$ cat config.mk
export PLATFORM = sky130hd
export DESIGN_NAME = dec_stage_fwd
export DESIGN_NICKNAME = d
export VERILOG_FILES = /design/src/rtl/dec_pkg.sv /design/src/rtl/reg_file_2r1w.sv /design/src/rtl/dec_stage_fwd.sv
export SDC_FILE = /design/constraint.sdc
export NUM_CORES = 2
export LEC_CHECK = 0
export ABC_AREA = 1
export CORE_ASPECT_RATIO = 0.75
export CORE_UTILIZATION = 28
export DETAILED_ROUTE_END_ITERATION = 7
export DONT_BUFFER_PORTS = 1
export PLACE_DENSITY_LB_ADDON = 0.15
export SKIP_LAST_GASP = 1
export SLEW_MARGIN = 20
export SYNTH_ARGS = -nofsm -noshare
export SYNTH_HDL_FRONTEND = slang
export SYNTH_SLANG_ARGS = --single-unit
$ cat constraint.sdc
create_clock -name clk -period 77 [get_ports clk]
set_input_delay 15.4 -clock clk [delete_from_list [all_inputs] [get_ports clk]]
set_output_delay 15.4 -clock clk [all_outputs]
set_load 0.1 [all_outputs]
$ cat src/rtl/dec_pkg.sv
// Shared types and encoding constants for the RV32I decode stage.
package dec_pkg;

  typedef enum logic [3:0] {
    ALU_ADD   = 4'd0,
    ALU_SUB   = 4'd1,
    ALU_SLL   = 4'd2,
    ALU_SLT   = 4'd3,
    ALU_SLTU  = 4'd4,
    ALU_XOR   = 4'd5,
    ALU_SRL   = 4'd6,
    ALU_SRA   = 4'd7,
    ALU_OR    = 4'd8,
    ALU_AND   = 4'd9,
    ALU_PASSB = 4'd10
  } alu_op_t;

  localparam logic [6:0] OP_OP    = 7'h33;
  localparam logic [6:0] OP_IMM   = 7'h13;
  localparam logic [6:0] OP_LOAD  = 7'h03;
  localparam logic [6:0] OP_STORE = 7'h23;
  localparam logic [6:0] OP_LUI   = 7'h37;

  localparam logic [2:0] FN3_ADD_SUB = 3'd0;
  localparam logic [2:0] FN3_SLL     = 3'd1;
  localparam logic [2:0] FN3_SLT     = 3'd2;
  localparam logic [2:0] FN3_SLTU    = 3'd3;
  localparam logic [2:0] FN3_XOR     = 3'd4;
  localparam logic [2:0] FN3_SRL_SRA = 3'd5;
  localparam logic [2:0] FN3_OR      = 3'd6;
  localparam logic [2:0] FN3_AND     = 3'd7;

  localparam logic [6:0] FN7_BASE = 7'h00;
  localparam logic [6:0] FN7_ALT  = 7'h20;

  localparam logic [31:0] NOP_INST = 32'h0000_0013;

endpackage

$ cat src/rtl/reg_file_2r1w.sv
// Two asynchronous read ports, one synchronous write port; x0 is hardwired to zero.
module reg_file_2r1w #(
  parameter int NUM_REGS = 32,
  parameter bit RF_RESET = 1'b1,
  localparam int RA_W = $clog2(NUM_REGS)
) (
  input  logic            clk,
  input  logic            rst,
  input  logic            we,
  input  logic [RA_W-1:0] wa,
  input  logic [31:0]     wd,
  input  logic [RA_W-1:0] ra1,
  output logic [31:0]     rd1,
  input  logic [RA_W-1:0] ra2,
  output logic [31:0]     rd2
);

  logic [31:0] regs [NUM_REGS];

  generate
    if (RF_RESET) begin : g_rst
      // Storage with full clear on reset; writes to x0 are dropped.
      always_ff @(posedge clk or posedge rst) begin
        if (rst) begin
          for (int i = 0; i < NUM_REGS; i++) regs[i] <= '0;
        end else if (we && wa != '0) begin
          regs[wa] <= wd;
        end
      end
    end else begin : g_nrst
      // Storage without reset; x0 is masked on the read side instead.
      always_ff @(posedge clk) begin
        if (we && wa != '0) regs[wa] <= wd;
      end
    end
  endgenerate

  assign rd1 = (ra1 == '0) ? 32'd0 : regs[ra1];
  assign rd2 = (ra2 == '0) ? 32'd0 : regs[ra2];

endmodule

$ cat src/rtl/dec_stage_fwd.sv
// RV32I decode stage: pipeline register, operand bypass, load-use interlock and decode.
module dec_stage_fwd import dec_pkg::*; #(
  parameter int NUM_FWD  = 2,
  parameter int NUM_REGS = 32,
  parameter bit RF_RESET = 1'b1,
  localparam int RA_W = $clog2(NUM_REGS)
) (
  input  logic                    clk,
  input  logic                    rst,
  input  logic                    if_valid,
  input  logic [31:0]             if_pc,
  input  logic [31:0]             if_inst,
  output logic                    if_ready,
  input  logic                    flush,
  input  logic [NUM_FWD-1:0]      fwd_valid,
  input  logic [NUM_FWD*RA_W-1:0] fwd_rd,
  input  logic [NUM_FWD*32-1:0]   fwd_data,
  input  logic [NUM_FWD-1:0]      fwd_pending,
  input  logic                    wb_we,
  input  logic [RA_W-1:0]         wb_rd,
  input  logic [31:0]             wb_data,
  input  logic                    ex_ready,
  output logic                    ex_valid,
  output logic [31:0]             ex_pc,
  output logic [RA_W-1:0]         ex_rd,
  output logic                    ex_rd_we,
  output logic [31:0]             ex_src1,
  output logic [31:0]             ex_src2,
  output logic [31:0]             ex_imm,
  output logic                    ex_use_imm,
  output logic [3:0]              ex_alu_op,
  output logic [2:0]              ex_lsu_op,
  output logic                    ex_is_load,
  output logic                    ex_is_store,
  output logic                    ex_illegal
);

  logic        d_valid;
  logic [31:0] d_pc, d_inst;
  logic        fire_ex, hazard;

  logic [RA_W-1:0] fwd_rd_a   [NUM_FWD];
  logic [31:0]     fwd_data_a [NUM_FWD];

  genvar gi;
  generate
    for (gi = 0; gi < NUM_FWD; gi++) begin : g_fwd
      assign fwd_rd_a[gi]   = fwd_rd[gi*RA_W +: RA_W];
      assign fwd_data_a[gi] = fwd_data[gi*32 +: 32];
    end
  endgenerate

  logic [6:0]      opcode, funct7;
  logic [2:0]      funct3;
  logic [RA_W-1:0] rs1, rs2;
  logic [31:0]     rf_rd1, rf_rd2;

  assign opcode = d_inst[6:0];
  assign funct3 = d_inst[14:12];
  assign funct7 = d_inst[31:25];
  assign rs1    = d_inst[15 +: RA_W];
  assign rs2    = d_inst[20 +: RA_W];

  reg_file_2r1w #(.NUM_REGS(NUM_REGS), .RF_RESET(RF_RESET)) u_rf (
    .clk(clk), .rst(rst), .we(wb_we), .wa(wb_rd), .wd(wb_data),
    .ra1(rs1), .rd1(rf_rd1), .ra2(rs2), .rd2(rf_rd2)
  );

  // Handshake: fetch may load whenever D is empty or draining this cycle.
  assign fire_ex  = ex_valid & ex_ready;
  assign if_ready = ~d_valid | fire_ex;
  assign ex_valid = d_valid & ~hazard & ~flush;

  // Pipeline register; flush wins over a load, a load wins over a drain.
  always_ff @(posedge clk or posedge rst) begin
    if (rst) begin
      d_valid <= 1'b0;
      d_pc    <= '0;
      d_inst  <= NOP_INST;
    end else if (flush) begin
      d_valid <= 1'b0;
    end else if (if_valid && if_ready) begin
      d_valid <= 1'b1;
      d_pc    <= if_pc;
      d_inst  <= if_inst;
    end else if (fire_ex) begin
      d_valid <= 1'b0;
    end
  end

  logic [31:0] src1_val, src2_val;
  logic        src1_pend, src2_pend;

  // Operand bypass: lower fwd index overrides higher, both override write-back and RF.
  always_comb begin
    src1_val  = rf_rd1;
    src2_val  = rf_rd2;
    src1_pend = 1'b0;
    src2_pend = 1'b0;
    if (wb_we && wb_rd == rs1) src1_val = wb_data;
    if (wb_we && wb_rd == rs2) src2_val = wb_data;
    for (int i = NUM_FWD - 1; i >= 0; i--) begin
      if (fwd_valid[i] && fwd_rd_a[i] == rs1) begin
        src1_val  = fwd_data_a[i];
        src1_pend = fwd_pending[i];
      end
      if (fwd_valid[i] && fwd_rd_a[i] == rs2) begin
        src2_val  = fwd_data_a[i];
        src2_pend = fwd_pending[i];
      end
    end
    if (rs1 == '0) begin
      src1_val  = 32'd0;
      src1_pend = 1'b0;
    end
    if (rs2 == '0) begin
      src2_val  = 32'd0;
      src2_pend = 1'b0;
    end
  end

  alu_op_t     alu;
  logic [31:0] imm;
  logic        use_imm, is_load, is_store, rd_we_raw, use1, use2, illegal;
  logic [31:0] imm_i, imm_s, imm_u, imm_sh;

  assign imm_i  = {{20{d_inst[31]}}, d_inst[31:20]};
  assign imm_s  = {{20{d_inst[31]}}, d_inst[31:25], d_inst[11:7]};
  assign imm_u  = {d_inst[31:12], 12'b0};
  assign imm_sh = {27'b0, d_inst[24:20]};

  // Opcode decode into ALU/LSU controls, operand usage and legality.
  always_comb begin
    alu       = ALU_ADD;
    imm       = 32'd0;
    use_imm   = 1'b0;
    is_load   = 1'b0;
    is_store  = 1'b0;
    rd_we_raw = 1'b0;
    use1      = 1'b0;
    use2      = 1'b0;
    illegal   = 1'b0;
    case (opcode)
      OP_OP: begin
        use1 = 1'b1; use2 = 1'b1; rd_we_raw = 1'b1;
        case (funct3)
          FN3_ADD_SUB: alu = (funct7 == FN7_ALT) ? ALU_SUB : ALU_ADD;
          FN3_SLL:     alu = ALU_SLL;
          FN3_SLT:     alu = ALU_SLT;
          FN3_SLTU:    alu = ALU_SLTU;
          FN3_XOR:     alu = ALU_XOR;
          FN3_SRL_SRA: alu = (funct7 == FN7_ALT) ? ALU_SRA : ALU_SRL;
          FN3_OR:      alu = ALU_OR;
          default:     alu = ALU_AND;
        endcase
        illegal = !(funct7 == FN7_BASE ||
                    (funct7 == FN7_ALT && (funct3 == FN3_ADD_SUB || funct3 == FN3_SRL_SRA)));
      end
      OP_IMM: begin
        use1 = 1'b1; rd_we_raw = 1'b1; use_imm = 1'b1; imm = imm_i;
        case (funct3)
          FN3_ADD_SUB: alu = ALU_ADD;
          FN3_SLL: begin
            alu = ALU_SLL; imm = imm_sh; illegal = (funct7 != FN7_BASE);
          end
          FN3_SLT:     alu = ALU_SLT;
          FN3_SLTU:    alu = ALU_SLTU;
          FN3_XOR:     alu = ALU_XOR;
          FN3_SRL_SRA: begin
            alu = (funct7 == FN7_ALT) ? ALU_SRA : ALU_SRL;
            imm = imm_sh;
            illegal = !(funct7 == FN7_BASE || funct7 == FN7_ALT);
          end
          FN3_OR:      alu = ALU_OR;
          default:     alu = ALU_AND;
        endcase
      end
      OP_LOAD: begin
        use1 = 1'b1; rd_we_raw = 1'b1; use_imm = 1'b1; imm = imm_i; is_load = 1'b1;
        illegal = (funct3 == 3'd3) || (funct3 == 3'd6) || (funct3 == 3'd7);
      end
      OP_STORE: begin
        use1 = 1'b1; use2 = 1'b1; use_imm = 1'b1; imm = imm_s; is_store = 1'b1;
        illegal = (funct3 >= 3'd3);
      end
      OP_LUI: begin
        rd_we_raw = 1'b1; use_imm = 1'b1; imm = imm_u; alu = ALU_PASSB;
      end
      default: illegal = 1'b1;
    endcase
    // Register fields beyond the implemented file (RV32E) are only illegal where used.
    if (rd_we_raw && ({1'b0, d_inst[11:7]} >= 6'(NUM_REGS))) illegal = 1'b1;
    if (use1 && ({1'b0, d_inst[19:15]} >= 6'(NUM_REGS))) illegal = 1'b1;
    if (use2 && ({1'b0, d_inst[24:20]} >= 6'(NUM_REGS))) illegal = 1'b1;
  end

  assign hazard = d_valid & ((use1 & src1_pend) | (use2 & src2_pend));

  assign ex_pc       = d_pc;
  assign ex_rd       = d_inst[7 +: RA_W];
  assign ex_rd_we    = rd_we_raw & ~illegal & (d_inst[11:7] != 5'd0);
  assign ex_src1     = src1_val;
  assign ex_src2     = src2_val;
  assign ex_imm      = imm;
  assign ex_use_imm  = use_imm;
  assign ex_alu_op   = alu;
  assign ex_lsu_op   = funct3;
  assign ex_is_load  = is_load;
  assign ex_is_store = is_store;
  assign ex_illegal  = illegal;

endmodule

* After elaboration in Yosys (flattened, before gate mapping) *
Cells that the tools add are included.

word-level totals
  flip-flop bits (word level) = 1,089
  latch bits = 0
  RAM bits = 0
  memory bits (read-only) = 0
  bits of input ports = 185
  output and inout port bits = 147
  word-level logic and storage cells = 148
  memories kept = 0

cells by class
  $add $sub $neg = 0
  $mul = 0
  div/mod/pow operators = 0
  order comparisons = 5
  equality and inequality tests = 19
  shifts and indexed selects = 0
  muxes and demuxes = 41
  bitwise logic cells = 17
  reductions and logical operators = 31

operators with widths
  cell                number
  $bwmux 1024         1
  $mux 32             14
  $bmux 32 s5         2
  $demux 32 s5        1
  $pmux 32 s4         1
  $pmux 4 s7          2
  $eq 5x5->1          6
  $eq 7x6->1 const B  4
  $ge 6x6->1 const B  3
  $not 5->6           3
  $mux 1              17
  $eq 3x3->1 const B  4
  $pmux 4 s3          1
  $reduce_or 4->1     3
  $logic_and 1x1->1   10
  $logic_not 5->1     2
  $reduce_bool 5->1   2
  $and 1x1->1         8
  $eq 7x2->1 const B  1
  $eq 7x5->1 const B  1
  $logic_not 7->1     1
  $reduce_bool 7->1   1
  $eq 3x2->1 const B  2
  $lt 6x1->1 const B  1
  12 further kinds    22

* Logic depth before layout (Yosys ltp) *
  depth after elaboration = 16
  gate-level depth with buffers = 15
  gate-level depth less buffers = 13

* By module *
A second synthesis with hierarchy kept.

second synthesis, totals
  cell total of the unflattened synthesis = 9,422
  area, all modules = 62,698.9 um^2

by module, submodules not included
  module         times used  cells an instance  area each (um^2)  seq. area each (um^2)
  reg_file_2r1w  1           8,301              56,355.3          25,624.6
  dec_stage_fwd  1           1,121              6,343.6           1,630.3

* Worst setup path before layout *
No wires, ideal clock.

  path kind = input -> output
  start point = input port wb_rd[4]
  end point = output port ex_src1[16]
  data arrival time = 18,015 ps
  required time = 61,600 ps
  path slack = 43,585 ps
  stages on the path = 9
  path buffers = 3
  cell sequence = buf_2 > inv_1 > o22ai_1 > nor2_1 > nand3_1 > buf_2 > buf_1 > o211ai_1 > a21oi_1

on the way
  longest elaborated chain between the ends = 6

RTL lines
  element                RTL line              RTL
  from (decl)            dec_stage_fwd.sv:20   input logic [RA_W-1:0] wb_rd,
  $eq 5x5->1             dec_stage_fwd.sv:100  if (wb_we && wb_rd == rs1) src1_val = wb_data;
  $logic_and 1x1->1      dec_stage_fwd.sv:100
  $mux 32                dec_stage_fwd.sv:100
  $mux 32 (2 in series)  dec_stage_fwd.sv:103  if (fwd_valid[i] && fwd_rd_a[i] == rs1) begin
  $mux 32                dec_stage_fwd.sv:112  if (rs1 == '0) begin
  to (decl)              dec_stage_fwd.sv:27   output logic [31:0] ex_src1,

Every way passes these cells.

* Worst setup path after layout *
  start point = input port wb_rd[4]
  end point = output port ex_src1[9]

The elaborated chain is that of the path after synthesis.

==> reports/metrics.yaml <==
grt_pass1_wl_mm: 428
ir_worst_vdd_v: 0.0000231
routedWlPerCell_um: 26.7
post-route-drc-count: 0
stdcell_count: 11200
synth_edf_count: 0
r2r-start: "d_inst[15]"
cts_setup_buffers: 0
holdBufCountCts: 0
power_leakage_nw: 30.4
drive_gt1_share_pct: 6.51
place_hpwl_mm: 171
skew_ps: 10.1
endpoint_kind: "primary output"
crit_top_cell: "inv_1"
tightest_slew_ps: 1220
antenna_found_initial: 10
total_power_mw: 2.15
min_from: "u_rf.regs[1004]"
syn_area_per_cell_sq_um: 6.95
hold_viol_final: 0
fp.dieW_um: 541
area_growth_pct: 11.9
finalInstanceArea_sq_um: 68100
final_common_cell: "nand2_1"
synth_nets: 8950
htree_num_levels: 4
layout_min_cycle_time_ps: 33670
clk_latency_ps: 780
holdPathEnd: "u_rf.regs[1004]"
slew_headroom_pct: 18.8
cts_tree: "built"
powerDensity_nw_per_um2: 31.6
clock_sinks: 1089
grt_usage_pct: 26.5
grt_pass1_vias: 57700
path_max_fanout: 34
grt_overflow_total: 0
cap_violations: 0
final_nets: 8437
cpMaxStageDelayCell: "a21oi_2"
io_buffers: 0
fin_ws_ps: 43330
drtAntennaViolNets: 0
worstPathCellList: "inv_1 > o22ai_1 > nor2_1 > nand3_4 > buf_4 > inv_1 > a21oi_1 > nand2_1 > a21oi_2"
worst_setup_path_start_kind: "input port"
first_pass_iters: 7
preCtsSetupSlack_ps: 43390
start_util_pct: 28.3
grt_max_degree: 152
async_flop_share_pct: 100
cts_resized: 0
yosysWarningCount: 0
vias_per_cell: 5.59
r2r.worst_path.cells: 11
drt_iter0_markers: 7720
slew_viol_final: 0
run_status: "finished, final reports clean"
synth_flop_cell: "dfrtp_1"
arrival_ps: 18270
slowest_delay_ps: 970
reg2reg_to: "d_inst[12]"
fillers: 23000
pin_count: 332
synth_area_sq_um: 60900
multi_input_area_sq_um: 30300
ys_seq_area_share_pct: 44.7
fp.dieH_um: 406
hold_class: "flop to flop"
finalSetupViolations: 0
critPathKind: "input port to primary output"
clk_pin_slew_ps: 50
netlist_instances: 8765
place_congestion: 0.847
die_area_sq_um: 219000
ys_types: 28
fmax_ghz: 0.0297
whs_ps: 394
rows: 147
setup_tns_ps: 0
yosys_register_bits: 1089
dpl_cell_area_sq_um: 63600
cts-root-buf: "clkbuf_16"
rsz0062_at_grt: "false"
vias: 62500
layout_common_cells: "nand2_1, o21ai_0, dfrtp_1"
core_area_sq_um: 215000
seq_area_sq_um: 27300
regToRegSetupSlack_ps: 71530
cp.required_ps: 61600
dp_cells: 10900
post-route-util_pct: 31.7
totalWireLength_mm: 298
cts_buffers: 133
whs_path_depth: 0
period_share_pct: 43.7
cts_buffer_depth: 3
## flip-flops by register name, indices dropped and copies added, names as in the netlist
signal,count
d_inst,32
ex_pc,32
u_rf.regs,1024
d_valid,1
## critical path: cells and delay by family
family                 cells  cell delay, ps
AND/OR/NAND/NOR            3             660
buffers and inverters      3             810
AO/OA/AOI/OAI              3            1330
## synth_stat cells, drive strengths merged (2+ instances only)
cell type  count  area (sq um)
nor3          20           115
o21ai       1696          8490
and3           2          12.5
o211ai        79           593
nand3       1015          5080
nand2       2669         10000
nor4           7          65.1
a21oi        476          2380
nand4          6          37.5
nor2         483          1810
buf          203           928
clkinv         3          11.3
dfstp          3          78.8
inv          293          1100
dfrtp       1086         27200
clkbuf       612          2300
o22ai        108           676
## where the power goes
group          internal, mW  switching, mW  total, mW
Combinational         0.179          0.537      0.715
Sequential            0.680          0.111      0.791
Clock                 0.379          0.269      0.647
## logic make-up (layout without fill, tap and decap cells)
family	Yosys count	in the layout	synth area share, %
compound gates	2362	2362	20.0
xor+xnor	1	1	0.0144
buf+inv	1111	697	7.12
flops	1089	1089	44.7
other cells	0	5	0
simple gates	4202	4202	28.1
## per-layer routing
metal | vias to the layer above | track usage, % | routed length [um]
li1 | 28100 | - | -
met4 | 14 | 8.99 | 10700
met2 | 3236 | 39.8 | 127000
met3 | 515 | 5.11 | 27000
met1 | 30700 | 37.7 | 133000
met5 | - | 0 | 103
## how the worst max path moves through the flow
stage                   from  cells past startpoint    endpoint  slack [ps]
finish              wb_rd[4]                      9  ex_src1[9]       43330
global route        wb_rd[4]                      9  ex_src1[9]       43280
CTS                 wb_rd[4]                      9  ex_src1[9]       43390
detailed placement  wb_rd[4]                      9  ex_src1[9]       43390
global placement    wb_rd[4]                      9  ex_src1[9]       43410
floorplan                rst                      1  d_inst[10]       30950
## cell type report
class                   count  area share [%]
clock inverters            30           0.525
repair buffers            167            2.12
inverters                 296            1.71
clock buffers             204            5.93
diodes                      5          0.0184
multi-input cells        6565            44.5
flip-flops and latches   1089            40.0
well taps                2831            5.20
Note: power is estimated with default switching activity, not from simulation.
